--- src/rtl/game_pkg.sv ---
// -----------------------------------------------------------------------------
// game_pkg
// Shared definitions for the game core input path: direction codes, button
// index constants and the fixed-priority request picker.
// -----------------------------------------------------------------------------
package game_pkg;

  typedef enum logic [1:0] {
    DIR_UP    = 2'b00,
    DIR_DOWN  = 2'b01,
    DIR_LEFT  = 2'b10,
    DIR_RIGHT = 2'b11
  } dir_e;

  // Bit positions inside the {UP, DOWN, LEFT, RIGHT} button vectors.
  localparam int BTN_UP    = 3;
  localparam int BTN_DOWN  = 2;
  localparam int BTN_LEFT  = 1;
  localparam int BTN_RIGHT = 0;
  localparam int NUM_BTN   = 4;

  typedef struct packed {
    logic valid;
    dir_e dir;
  } req_t;

  // Opposite pairs differ only in the LSB (UP/DOWN, LEFT/RIGHT).
  function automatic dir_e opposite_dir(input dir_e d);
    return dir_e'(d ^ 2'b01);
  endfunction

  // Fixed priority UP > DOWN > LEFT > RIGHT among simultaneous press pulses.
  function automatic req_t prio_pick(input logic [NUM_BTN-1:0] press);
    req_t r;
    r.valid = |press;
    if (press[BTN_UP]) begin
      r.dir = DIR_UP;
    end else if (press[BTN_DOWN]) begin
      r.dir = DIR_DOWN;
    end else if (press[BTN_LEFT]) begin
      r.dir = DIR_LEFT;
    end else begin
      r.dir = DIR_RIGHT;
    end
    return r;
  endfunction

endpackage

--- src/rtl/btn_debounce.sv ---
// -----------------------------------------------------------------------------
// btn_debounce
// Two-flop synchroniser, counter-based debounce and press-pulse generator for a
// single asynchronous active-high button.
//   clk_i    : system clock
//   rst_ni   : asynchronous active-low reset
//   pin_i    : raw button pin (asynchronous)
//   level_o  : debounced level (registered)
//   press_o  : one-cycle pulse, high in the same cycle level_o rises
// -----------------------------------------------------------------------------
module btn_debounce #(
  parameter int unsigned DEBOUNCE_CYCLES = 500000,
  parameter int unsigned CNT_W           = 19
) (
  input  logic clk_i,
  input  logic rst_ni,
  input  logic pin_i,
  output logic level_o,
  output logic press_o
);

  localparam logic [CNT_W-1:0] CNT_LAST = CNT_W'(DEBOUNCE_CYCLES - 1);
  localparam logic [CNT_W-1:0] CNT_ZERO = {CNT_W{1'b0}};
  localparam logic [CNT_W-1:0] CNT_ONE  = {{(CNT_W-1){1'b0}}, 1'b1};

  logic             sync1_q;
  logic             sync2_q;
  logic             level_q;
  logic             level_d;
  logic             press_q;
  logic             press_d;
  logic [CNT_W-1:0] cnt_q;
  logic [CNT_W-1:0] cnt_d;

  // Debounce next state: count consecutive disagreeing samples, flip on the last.
  always_comb begin
    level_d = level_q;
    cnt_d   = cnt_q;
    press_d = 1'b0;
    if (sync2_q == level_q) begin
      cnt_d = CNT_ZERO;
    end else if (cnt_q == CNT_LAST) begin
      level_d = ~level_q;
      cnt_d   = CNT_ZERO;
      // Only a rising level is a press.
      press_d = ~level_q;
    end else begin
      cnt_d = cnt_q + CNT_ONE;
    end
  end

  // Synchroniser and debounce state registers.
  always_ff @(posedge clk_i or negedge rst_ni) begin
    if (!rst_ni) begin
      sync1_q <= 1'b0;
      sync2_q <= 1'b0;
      level_q <= 1'b0;
      press_q <= 1'b0;
      cnt_q   <= CNT_ZERO;
    end else begin
      sync1_q <= pin_i;
      sync2_q <= sync1_q;
      level_q <= level_d;
      press_q <= press_d;
      cnt_q   <= cnt_d;
    end
  end

  assign level_o = level_q;
  assign press_o = press_q;

endmodule

--- src/rtl/joy_dir_input.sv ---
// -----------------------------------------------------------------------------
// joy_dir_input
// Player input front end: debounces the four direction buttons, picks one
// request per cycle by fixed priority, filters reversals of the committed
// direction and commits the pending direction on the frame tick.
//   sys_clk       : system clock
//   sys_reset_n   : asynchronous active-low reset
//   res_y_one     : raw UP button      res_y_two : raw DOWN button
//   res_x_one     : raw LEFT button    res_x_two : raw RIGHT button
//   frame_tick    : one-cycle pulse per game frame
//   dir_out       : committed direction (00 UP, 01 DOWN, 10 LEFT, 11 RIGHT)
//   dir_changed   : one-cycle pulse when dir_out took a different value
//   btn_level     : debounced levels {UP, DOWN, LEFT, RIGHT}
//   pending_valid : a request is latched and waiting for frame_tick
// All outputs come straight from registers.
// -----------------------------------------------------------------------------
module joy_dir_input
  import game_pkg::*;
#(
  parameter int unsigned DEBOUNCE_CYCLES = 500000,
  parameter int unsigned CNT_W           = 19,
  parameter bit          REVERSE_LOCK    = 1'b1,
  parameter logic [1:0]  RESET_DIR       = 2'b11
) (
  input  logic       sys_clk,
  input  logic       sys_reset_n,
  input  logic       res_y_one,
  input  logic       res_y_two,
  input  logic       res_x_one,
  input  logic       res_x_two,
  input  logic       frame_tick,
  output logic [1:0] dir_out,
  output logic       dir_changed,
  output logic [3:0] btn_level,
  output logic       pending_valid
);

  logic [NUM_BTN-1:0] pin_s;
  logic [NUM_BTN-1:0] level_s;
  logic [NUM_BTN-1:0] press_s;

  assign pin_s[BTN_UP]    = res_y_one;
  assign pin_s[BTN_DOWN]  = res_y_two;
  assign pin_s[BTN_LEFT]  = res_x_one;
  assign pin_s[BTN_RIGHT] = res_x_two;

  for (genvar g = 0; g < NUM_BTN; g++) begin : g_btn
    btn_debounce #(
      .DEBOUNCE_CYCLES (DEBOUNCE_CYCLES),
      .CNT_W           (CNT_W)
    ) u_btn_debounce (
      .clk_i   (sys_clk),
      .rst_ni  (sys_reset_n),
      .pin_i   (pin_s[g]),
      .level_o (level_s[g]),
      .press_o (press_s[g])
    );
  end

  dir_e dir_q;
  dir_e dir_d;
  dir_e pend_dir_q;
  dir_e pend_dir_d;
  logic pend_valid_q;
  logic pend_valid_d;
  logic changed_q;
  logic changed_d;

  req_t req_s;
  logic req_locked_s;
  logic pend_locked_s;
  logic accept_s;

  // Request selection and reversal filtering, both against committed dir_q.
  always_comb begin
    req_s         = prio_pick(press_s);
    req_locked_s  = REVERSE_LOCK && (req_s.dir == opposite_dir(dir_q));
    pend_locked_s = REVERSE_LOCK && (pend_dir_q == opposite_dir(dir_q));
    accept_s      = req_s.valid && !req_locked_s;
  end

  // Commit and pending-register next state.
  always_comb begin
    dir_d        = dir_q;
    changed_d    = 1'b0;
    pend_valid_d = pend_valid_q;
    pend_dir_d   = pend_dir_q;
    // The tick commits what was pending before this cycle; a pending entry that
    // became a reversal after an earlier commit is discarded instead.
    if (frame_tick && pend_valid_q) begin
      pend_valid_d = 1'b0;
      if (!pend_locked_s) begin
        dir_d     = pend_dir_q;
        changed_d = (pend_dir_q != dir_q);
      end else begin
        dir_d = dir_q;
      end
    end else begin
      pend_valid_d = pend_valid_q;
    end
    // A request in the tick cycle survives as the new pending entry.
    if (accept_s) begin
      pend_dir_d   = req_s.dir;
      pend_valid_d = 1'b1;
    end else begin
      pend_dir_d = pend_dir_q;
    end
  end

  // Direction, pending and change-pulse registers.
  always_ff @(posedge sys_clk or negedge sys_reset_n) begin
    if (!sys_reset_n) begin
      dir_q        <= dir_e'(RESET_DIR);
      pend_dir_q   <= dir_e'(RESET_DIR);
      pend_valid_q <= 1'b0;
      changed_q    <= 1'b0;
    end else begin
      dir_q        <= dir_d;
      pend_dir_q   <= pend_dir_d;
      pend_valid_q <= pend_valid_d;
      changed_q    <= changed_d;
    end
  end

  assign dir_out       = dir_q;
  assign dir_changed   = changed_q;
  assign btn_level     = level_s;
  assign pending_valid = pend_valid_q;

endmodule

--- config.mk ---
export PLATFORM = sky130hd
export DESIGN_NAME = joy_dir_input
export DESIGN_NICKNAME = d
export VERILOG_FILES = /design/src/rtl/game_pkg.sv /design/src/rtl/btn_debounce.sv /design/src/rtl/joy_dir_input.sv
export SDC_FILE = /design/constraint.sdc
export NUM_CORES = 1
export LEC_CHECK = 0
export ABC_CLOCK_PERIOD_IN_PS = 2200
export CORE_UTILIZATION = 45
export CTS_BUF_LIST = sky130_fd_sc_hd__clkbuf_4
export CTS_CLUSTER_SIZE = 20
export DETAILED_ROUTE_END_ITERATION = 6
export SETUP_SLACK_MARGIN = 0.02
export SLEW_MARGIN = 20
export SYNTH_ARGS = -nofsm -noshare
export SYNTH_HDL_FRONTEND = slang
export SYNTH_SLANG_ARGS = --single-unit
--- constraint.sdc ---
create_clock -name sys_clk -period 2.2 [get_ports sys_clk]
set_input_delay 0.44 -clock sys_clk [delete_from_list [all_inputs] [get_ports sys_clk]]
set_output_delay 0.44 -clock sys_clk [all_outputs]
set_load 0.05 [all_outputs]
==> results of run 1 <==
state kept, by name (all words and copies together) (netlist names):
name / cells
g_btn.u_btn_debounce.press_o: 4
g_btn.u_btn_debounce.cnt_q: 76
g_btn.u_btn_debounce.sync1_q: 4
pending_valid: 1
dir_out: 2
g_btn.u_btn_debounce.level_o: 4
pend_dir_q: 2
dir_changed: 1
g_btn.u_btn_debounce.sync2_q: 4
routing by layer:
layer	part of all wire (%)	GRT usage, %	wire (um)
met1	51	23.7	4390
met3	3.5	5.64	302
met5	0	0	0
met2	44	27.0	3810
met4	0.81	4.18	69
metrics by stage:
step | instance area (um^2) | worst slack [ps] | hold WS [ps] | total power, uW
global route | 5190 | 30.5 | 361 | 3040
floorplan | 4690 | 299 | 144 | 1930
CTS | 5180 | 30.8 | 366 | 2970
global placement | 5040 | 239 | 333 | 2010
finish | 5190 | 112 | 363 | 2900
detailed placement | 5040 | 155 | 335 | 2010
final cells by class:
cell class	count	share of cell area [%]
Sequential cell	98	47.4
Multi-Input combinational cell	337	41.0
Timing Repair Buffer	28	4.97
Tap cell	133	3.21
Clock buffer	12	1.74
Inverter	12	0.868
Clock inverter	4	0.820
cells in the mapped netlist, types with 3 or more instances:
cell type,n
buf_4,5
or4_1,8
or2_2,4
or3_1,10
nor2_1,66
xor2_1,20
o31ai_1,6
nor3_1,11
ha_1,4
nand3_1,26
nand4_1,21
and2_1,4
mux2_2,6
xnor2_1,37
dfrtp_1,94
and4_1,3
or4b_2,4
nor4_1,14
o21ai_0,12
and3_1,9
nand2_1,24
a21oi_1,18
nor3b_1,4
clkbuf_1,4
dfstp_2,4
inv_1,12
kinds of logic after synthesis:
logic type	Yosys count	share of synthesized area, %
simple gates	222	25.5
flops	98	52.4
xor+xnor	57	10.7
compound gates	47	6.52
buf+inv	22	2.19
mux	7	1.66
fa+ha+maj	4	1.07
worst max path at each step:
stage,cells after the start,startpoint,slack [ps],endpoint
global placement,5,g_btn[2].u_btn_debounce.cnt_q[0]$_DFF_PN0_,240,g_btn[2].u_btn_debounce.cnt_q[18]$_DFF_PN0_
global route,1,pending_valid$_DFFE_PN0P_,30,pending_valid
finish,1,pending_valid$_DFFE_PN0P_,110,pending_valid
floorplan,4,g_btn[3].u_btn_debounce.cnt_q[5]$_DFF_PN0_,300,g_btn[3].u_btn_debounce.cnt_q[11]$_DFF_PN0_
CTS,1,g_btn[0].u_btn_debounce.level_o$_DFFE_PN0P_,30,btn_level[0]
detailed placement,4,g_btn[2].u_btn_debounce.cnt_q[5]$_DFF_PN0_,150,g_btn[2].u_btn_debounce.cnt_q[17]$_DFF_PN0_
power groups by stage:
| stage | registers [uW] | clock network, uW | logic, uW |
|---|---|---|---|
| detailed placement | 1880 | 0 | 124 |
| CTS | 1850 | 990 | 126 |
| global route | 1860 | 1050 | 142 |
| finish | 1850 | 931 | 121 |
| global placement | 1880 | 0 | 124 |
| floorplan | 1880 | 0 | 50.4 |
what timing repair did:
action | CTS | global route
gates resized for setup | 4 | 3
hold buffers | 1 | 0
setup endpoints to repair | 4 | 3
endpoints found under the hold margin | 22 | 0
gates cloned | 0 | 0
pin swaps | 0 | 0
==> run_results.csv, run 1 <==
group,metric,value,unit
power_and_ir_drop,internal_power,2250,uW
power_and_ir_drop,leakage,0.00210,uW
sta,slew_headroom,62.1,%
clocking,clkTransAtPathRegs,140,ps
status,status,"completed",
place,place_congestion,0.802,
detailed_routing,drt_pass1_iterations,4,
synth,netlist_area,4690,um^2
layout,drive_gt1_share,11.6,%
global_routing,grt_pass1_wl,15.2,mm
layout,multiInputGateArea,2130,um^2
floorplan,rows,36,
floorplan,die-area,10800,um^2
clocking,numCtsBuffers,9,
synth,ys_seq_area_share,52.4,%
detailed_routing,vias_per_cell,5.38,
place,port_buffers,14,
place,hpwl,6.12,mm
layout,final_cells,624,
sta,rsz0062_at_grt,"false",
sta,tightest_slew,563,ps
detailed_routing,detail-route-antenna-nets,0,
power_and_ir_drop,cellPowerDensity,559,nW/um^2
global_routing,grt_pass1_vias,3283,
synth,synth_flop_cell,"dfrtp_1",
synth,synth_area_per_cell,10.3,um^2
sta,maxSlewViolCount,0,
synth,synth_area_leaders,"dfrtp_1, xnor2_1, nor2_1",
sta,fmax,479,MHz
worst_setup_path,cp-end-kind,"primary output",
floorplan,io_pins,15,
sta,period_share,94.9,%
synth,synth_edf_count,0,
worst_setup_path,path_cells,"clkdlybuf4s50_1",
sta,period_minus_slack,2090,ps
synth,synth_warnings,0,
worst_setup_path,crit_type,"reg -> out",
global_routing,track_usage,17.4,%
layout,nFillCells,917,
clocking,clk_latency,440,ps
sta,fin_tns_setup,0,ps
sta,skew,9.06,ps
synth,syn-instance-count,457,
detailed_routing,drc_errors,0,
detailed_routing,via_count,3355,
global_routing,grt_max_degree,37,
clocking,clk_path_buf_depth,2,
layout,fin_util,52.1,%
clocking,cts_tree,"done",
clocking,postCtsSetupBuffers,0,
power_and_ir_drop,seqPwrFrac,63.8,%
layout,area_delta_synth_final,10.7,%
worst_setup_path,cpPeakStageDelay,810,ps
floorplan,die_w,104,um
min_path,min_path_type,"reg -> reg",
clocking,clockRootBuffer,"clkbuf_4",
worst_setup_path,crit_path_top_delay_cell,"clkdlybuf4s50_1",
synth,ys_ff_latch,98,
floorplan,die_h,104,um
detailed_routing,dr.first_iter.drc_count,84,
global_routing,antenna_found_initial,0,
worst_setup_path,rr_startpoint,"g_btn[2].u_btn_debounce.cnt_q[0]$_DFF_PN0_",
synth,synthArstFlopShare,100,%
floorplan,core_area,9950,um^2
synth,ys_types,46,
power_and_ir_drop,switching_power,653,uW
global_routing,overflow,0,
sta,hold_violations,0,
worst_setup_path,worst-path-buf-inv,1,
layout,final_common_cell,"dfrtp_1",
detailed_routing,drt_wl_total,8.57,mm
power_and_ir_drop,switching_share,22.5,%
worst_setup_path,rrSetupSlack,170,ps
power_and_ir_drop,max-vdd-ir-drop,449,uV
worst_setup_path,reg2reg_to,"g_btn[2].u_btn_debounce.cnt_q[18]$_DFF_PN0_",
run,drv_cap,0,
min_path,min_delay_path_depth,0,
min_path,hold_start,"g_btn[1].u_btn_debounce.sync1_q$_DFF_PN0_",
synth,syn_nets,468,
layout,seqCellArea,2460,um^2
layout,antennaDiodeCount,0,
synth,synth_top_area_cell,"dfrtp_1",
clocking,numClockSinks,98,
floorplan,start_util,47.1,%
worst_setup_path,worstPathRequired,1760,ps
worst_setup_path,crit_fanout,3,
clocking,cts_max_level,3,
layout,nNetsFinal,497,
place,dp_cells,607,
min_path,whs_endpoint,"g_btn[1].u_btn_debounce.sync2_q$_DFF_PN0_",
synth,netlist.area_leader.share,50.2,%
detailed_routing,wire_per_inst,13.7,um
worst_setup_path,critPathTopFamily,"buffers and inverters",
power_and_ir_drop,clockPowerShare,32.1,%
worst_setup_path,worst_r2r_path_depth,5,
power_and_ir_drop,share_comb_of_total_power,4.2,%
worst_setup_path,arrival,1650,ps
layout,layout_common_cells,"dfrtp_1, nor2_1, xnor2_1",
sta,setup_viol,0,
worst_setup_path,startpoint_type,"flip-flop",
(Power assumes the default switching activity.)
==> run 2, diff against run 1 <==
--- a/config.mk
+++ b/config.mk
@@ -14,4 +14,5 @@
 export SLEW_MARGIN = 20
 export SYNTH_ARGS = -nofsm -noshare
 export SYNTH_HDL_FRONTEND = slang
+export SYNTH_HIERARCHICAL = 1
 export SYNTH_SLANG_ARGS = --single-unit
==> run 2 against run 1 <==
Net effect:
- clock-buffer cell count fell by 1
- cell count up 1.8%
- maximum frequency is 1.2% higher
- power up 1.4%
- first-iteration DRC count increased by 96%
- flip-flop and latch count is the same
- setup slack gained 24 ps
- clock power grew 2.9%
- core utilization down 1.1 points
- synthesized area is 2.1% higher
- routed wire length up 4.6%
- non-clock buffer count down 2
- largest cell class unchanged
- largest power group unchanged
==> run_results.csv, run 2 <==
group,metric,value,unit
status,status,"completed",
worst_setup_path,rrSetupSlack,260,ps
place,place_congestion,0.792,
sta,rsz0062_at_grt,"false",
floorplan,die_h,105,um
sta,fin_tns_setup,0,ps
worst_setup_path,arrival,1620,ps
sta,period_minus_slack,2060,ps
clocking,cts_tree,"done",
synth,synth.most_common_cell,"dfrtp_1",
detailed_routing,detail-route-antenna-nets,0,
synth,synth_flop_cell,"dfrtp_1",
synth,syn_nets,480,
power_and_ir_drop,leakage,0.00203,uW
floorplan,rows,37,
detailed_routing,wire_per_inst,14.1,um
min_path,min_path_type,"reg -> reg",
worst_setup_path,crit_fanout,1,
power_and_ir_drop,cellPowerDensity,558,nW/um^2
synth,synth_common_cells,"dfrtp_1, nor2_1, xnor2_1, nand4_1, nand2_1",
synth,ys_seq_area_share,51.4,%
floorplan,start_util,46.3,%
detailed_routing,vias_per_cell,5.35,
power_and_ir_drop,max-vdd-ir-drop,302,uV
power_and_ir_drop,clockPowerShare,32.6,%
synth,synth_area_per_cell,10.2,um^2
min_path,whs_endpoint,"g_btn[2].u_btn_debounce/sync2_q$_DFF_PN0_",
place,hpwl,6.28,mm
global_routing,overflow,0,
worst_setup_path,startpoint_type,"flip-flop",
power_and_ir_drop,switching_power,699,uW
floorplan,io_pins,15,
sta,skew,20.8,ps
layout,layout_common_cells,"dfrtp_1, nor2_1, xnor2_1",
power_and_ir_drop,power,2940,uW
worst_setup_path,worst-path-buf-inv,1,
detailed_routing,drc_errors,0,
worst_setup_path,path_cells,"clkdlybuf4s50_1",
synth,synth_area_leaders,"dfrtp_1, xnor2_1, nor2_1",
clocking,numCtsBuffers,9,
detailed_routing,drt_wl_total,8.96,mm
layout,regMostFlops,"g_btn.u_btn_debounce/cnt_q",
synth,ys_ff_latch,98,
detailed_routing,drt_pass1_iterations,5,
sta,tightest_slew,556,ps
clocking,clk_latency,470,ps
worst_setup_path,worst_r2r_path_depth,5,
global_routing,track_usage,18.5,%
floorplan,die_w,105,um
power_and_ir_drop,seqPwrFrac,63.1,%
global_routing,grt_max_degree,45,
min_path,min_delay_path_depth,0,
detailed_routing,via_count,3397,
layout,nNetsFinal,505,
worst_setup_path,reg2reg_to,"g_btn[1].u_btn_debounce/cnt_q[18]$_DFF_PN0_",
worst_setup_path,worstPathRequired,1760,ps
worst_setup_path,critPathTopFamily,"buffers and inverters",
synth,netlist.area_leader.share,49.2,%
clocking,clockRootBuffer,"clkbuf_4",
sta,maxSlewViolCount,0,
detailed_routing,dr.first_iter.drc_count,165,
global_routing,grt_pass1_vias,3365,
layout,final_common_cell,"dfrtp_1",
clocking,numClockSinks,98,
clocking,clk_path_buf_depth,2,
layout,largest_reg_flops,76,
worst_setup_path,crit_path_top_delay_cell,"clkdlybuf4s50_1",
place,port_buffers,14,
run,drv_cap,0,
global_routing,grt_pass1_wl,16.0,mm
floorplan,core_area,10300,um^2
sta,hold_violations,0,
synth,ys_types,38,
synth,netlist_area,4780,um^2
synth,syn-instance-count,469,
sta,period_share,93.8,%
worst_setup_path,cp-end-kind,"primary output",
global_routing,antenna_found_initial,0,
power_and_ir_drop,internal_power,2240,uW
power_and_ir_drop,switching_share,23.8,%
sta,slew_headroom,62.6,%
synth,synthArstFlopShare,100,%
worst_setup_path,rr_startpoint,"g_btn[1].u_btn_debounce/cnt_q[0]$_DFF_PN0_",
sta,fmax,484,MHz
synth,synth_warnings,6,
sta,setup_viol,0,
min_path,hold_start,"g_btn[2].u_btn_debounce/sync1_q$_DFF_PN0_",
clocking,cts_max_level,3,
synth,synth_top_area_cell,"dfrtp_1",
worst_setup_path,cpPeakStageDelay,790,ps
layout,area_delta_synth_final,10.1,%
clocking,clkTransAtPathRegs,150,ps
floorplan,die-area,11000,um^2
layout,drive_gt1_share,12.4,%
layout,antennaDiodeCount,0,
power_and_ir_drop,share_comb_of_total_power,4.3,%
synth,synth_edf_count,0,
worst_setup_path,crit_type,"reg -> out",
run 2: cell count changes in the layout (fill, tap and decap cells not counted), sizes merged, moves of 6 or more:
cell	delta
nand4	+18
nor3	+15
xnor2	+12
a21oi	-9
nor2	+9
o21ai	-8
or3	-7
nand2	+6
nor4b	+6
run 2: how the worst max path moves through the flow:
| stage | from | to | slack, ps | cells past startpoint |
|---|---|---|---|---|
| after floorplan | g_btn[0].u_btn_debounce/cnt_q[12]$_DFF_PN0_ | g_btn[0].u_btn_debounce/cnt_q[10]$_DFF_PN0_ | 490 | 5 |
| after global placement | g_btn[0].u_btn_debounce/cnt_q[10]$_DFF_PN0_ | g_btn[0].u_btn_debounce/cnt_q[14]$_DFF_PN0_ | 360 | 5 |
| after detailed placement | g_btn[0].u_btn_debounce/cnt_q[0]$_DFF_PN0_ | g_btn[0].u_btn_debounce/cnt_q[18]$_DFF_PN0_ | 270 | 5 |
| after CTS | dir_changed$_DFF_PN0_ | dir_changed | 90 | 1 |
| after global routing | dir_changed$_DFF_PN0_ | dir_changed | 20 | 1 |
| final | dir_changed$_DFF_PN0_ | dir_changed | 140 | 1 |
run 2: final cells by class:
| type | count | area [um^2] |
|---|---|---|
| well taps | 136 | 170 |
| clock inverters | 5 | 55.1 |
| repair buffers | 26 | 231 |
| flip-flops and latches | 98 | 2460 |
| inverters | 13 | 48.8 |
| clock buffers | 11 | 82.6 |
| fillers | 944 | 5060 |
| multi-input cells | 346 | 2220 |
run 2: logic make-up (layout without fill, tap and decap cells):
group | Yosys count | count (layout) | share of synthesized area, %
and+or+nand+nor | 245 | 245 | 27.0
buffers and inverters | 25 | 55 | 2.17
adders and majority gates | 4 | 4 | 1.05
AOI/OAI and AO/OA | 26 | 26 | 5.05
muxes | 6 | 6 | 1.41
DFF | 98 | 98 | 51.4
xor gates and xnor gates | 65 | 65 | 11.9
run 2: metrics by stage:
step / area [um^2] / worst slack, ps / util [%] / instances / hold WS (ps)
3_3_place_gp: 5130 / 363 / 49.7 / 618 / 332
2_1_floorplan: 4780 / 492 / - / 469 / 144
4_1_cts: 5270 / 85.1 / 51.0 / 635 / 350
6_report: 5270 / 136 / 51.0 / 635 / 368
3_5_place_dp: 5130 / 268 / 49.7 / 618 / 338
5_1_grt: 5270 / 20.6 / 51.0 / 635 / 353
run 2: power groups by stage:
stage / Combinational [uW] / Clock (uW) / Sequential, uW
3_3_place_gp: 127 / 0 / 1890
6_report: 126 / 958 / 1860
5_1_grt: 146 / 1080 / 1860
2_1_floorplan: 62.9 / 0 / 1880
3_5_place_dp: 129 / 0 / 1890
4_1_cts: 131 / 1020 / 1860
run 2: timing repair:
action / CTS / global route
hold buffers: 1 / 0
hold endpoints to repair: 26 / 0
buffers inserted: 0 / 0
gates resized for setup: 5 / 0
endpoints found under the setup margin: 5 / 0
run 2: per-layer routing:
layer / track usage (%) / share of wire (%) / vias up / routed length, um
li1: - / - / 1709 / -
met1: 25.6 / 50 / 1625 / 4440
met2: 27.8 / 45 / 54 / 4030
met3: 4.49 / 3.6 / 9 / 323
met4: 7.75 / 1.8 / 0 / 165
met5: 0 / 0 / - / 0
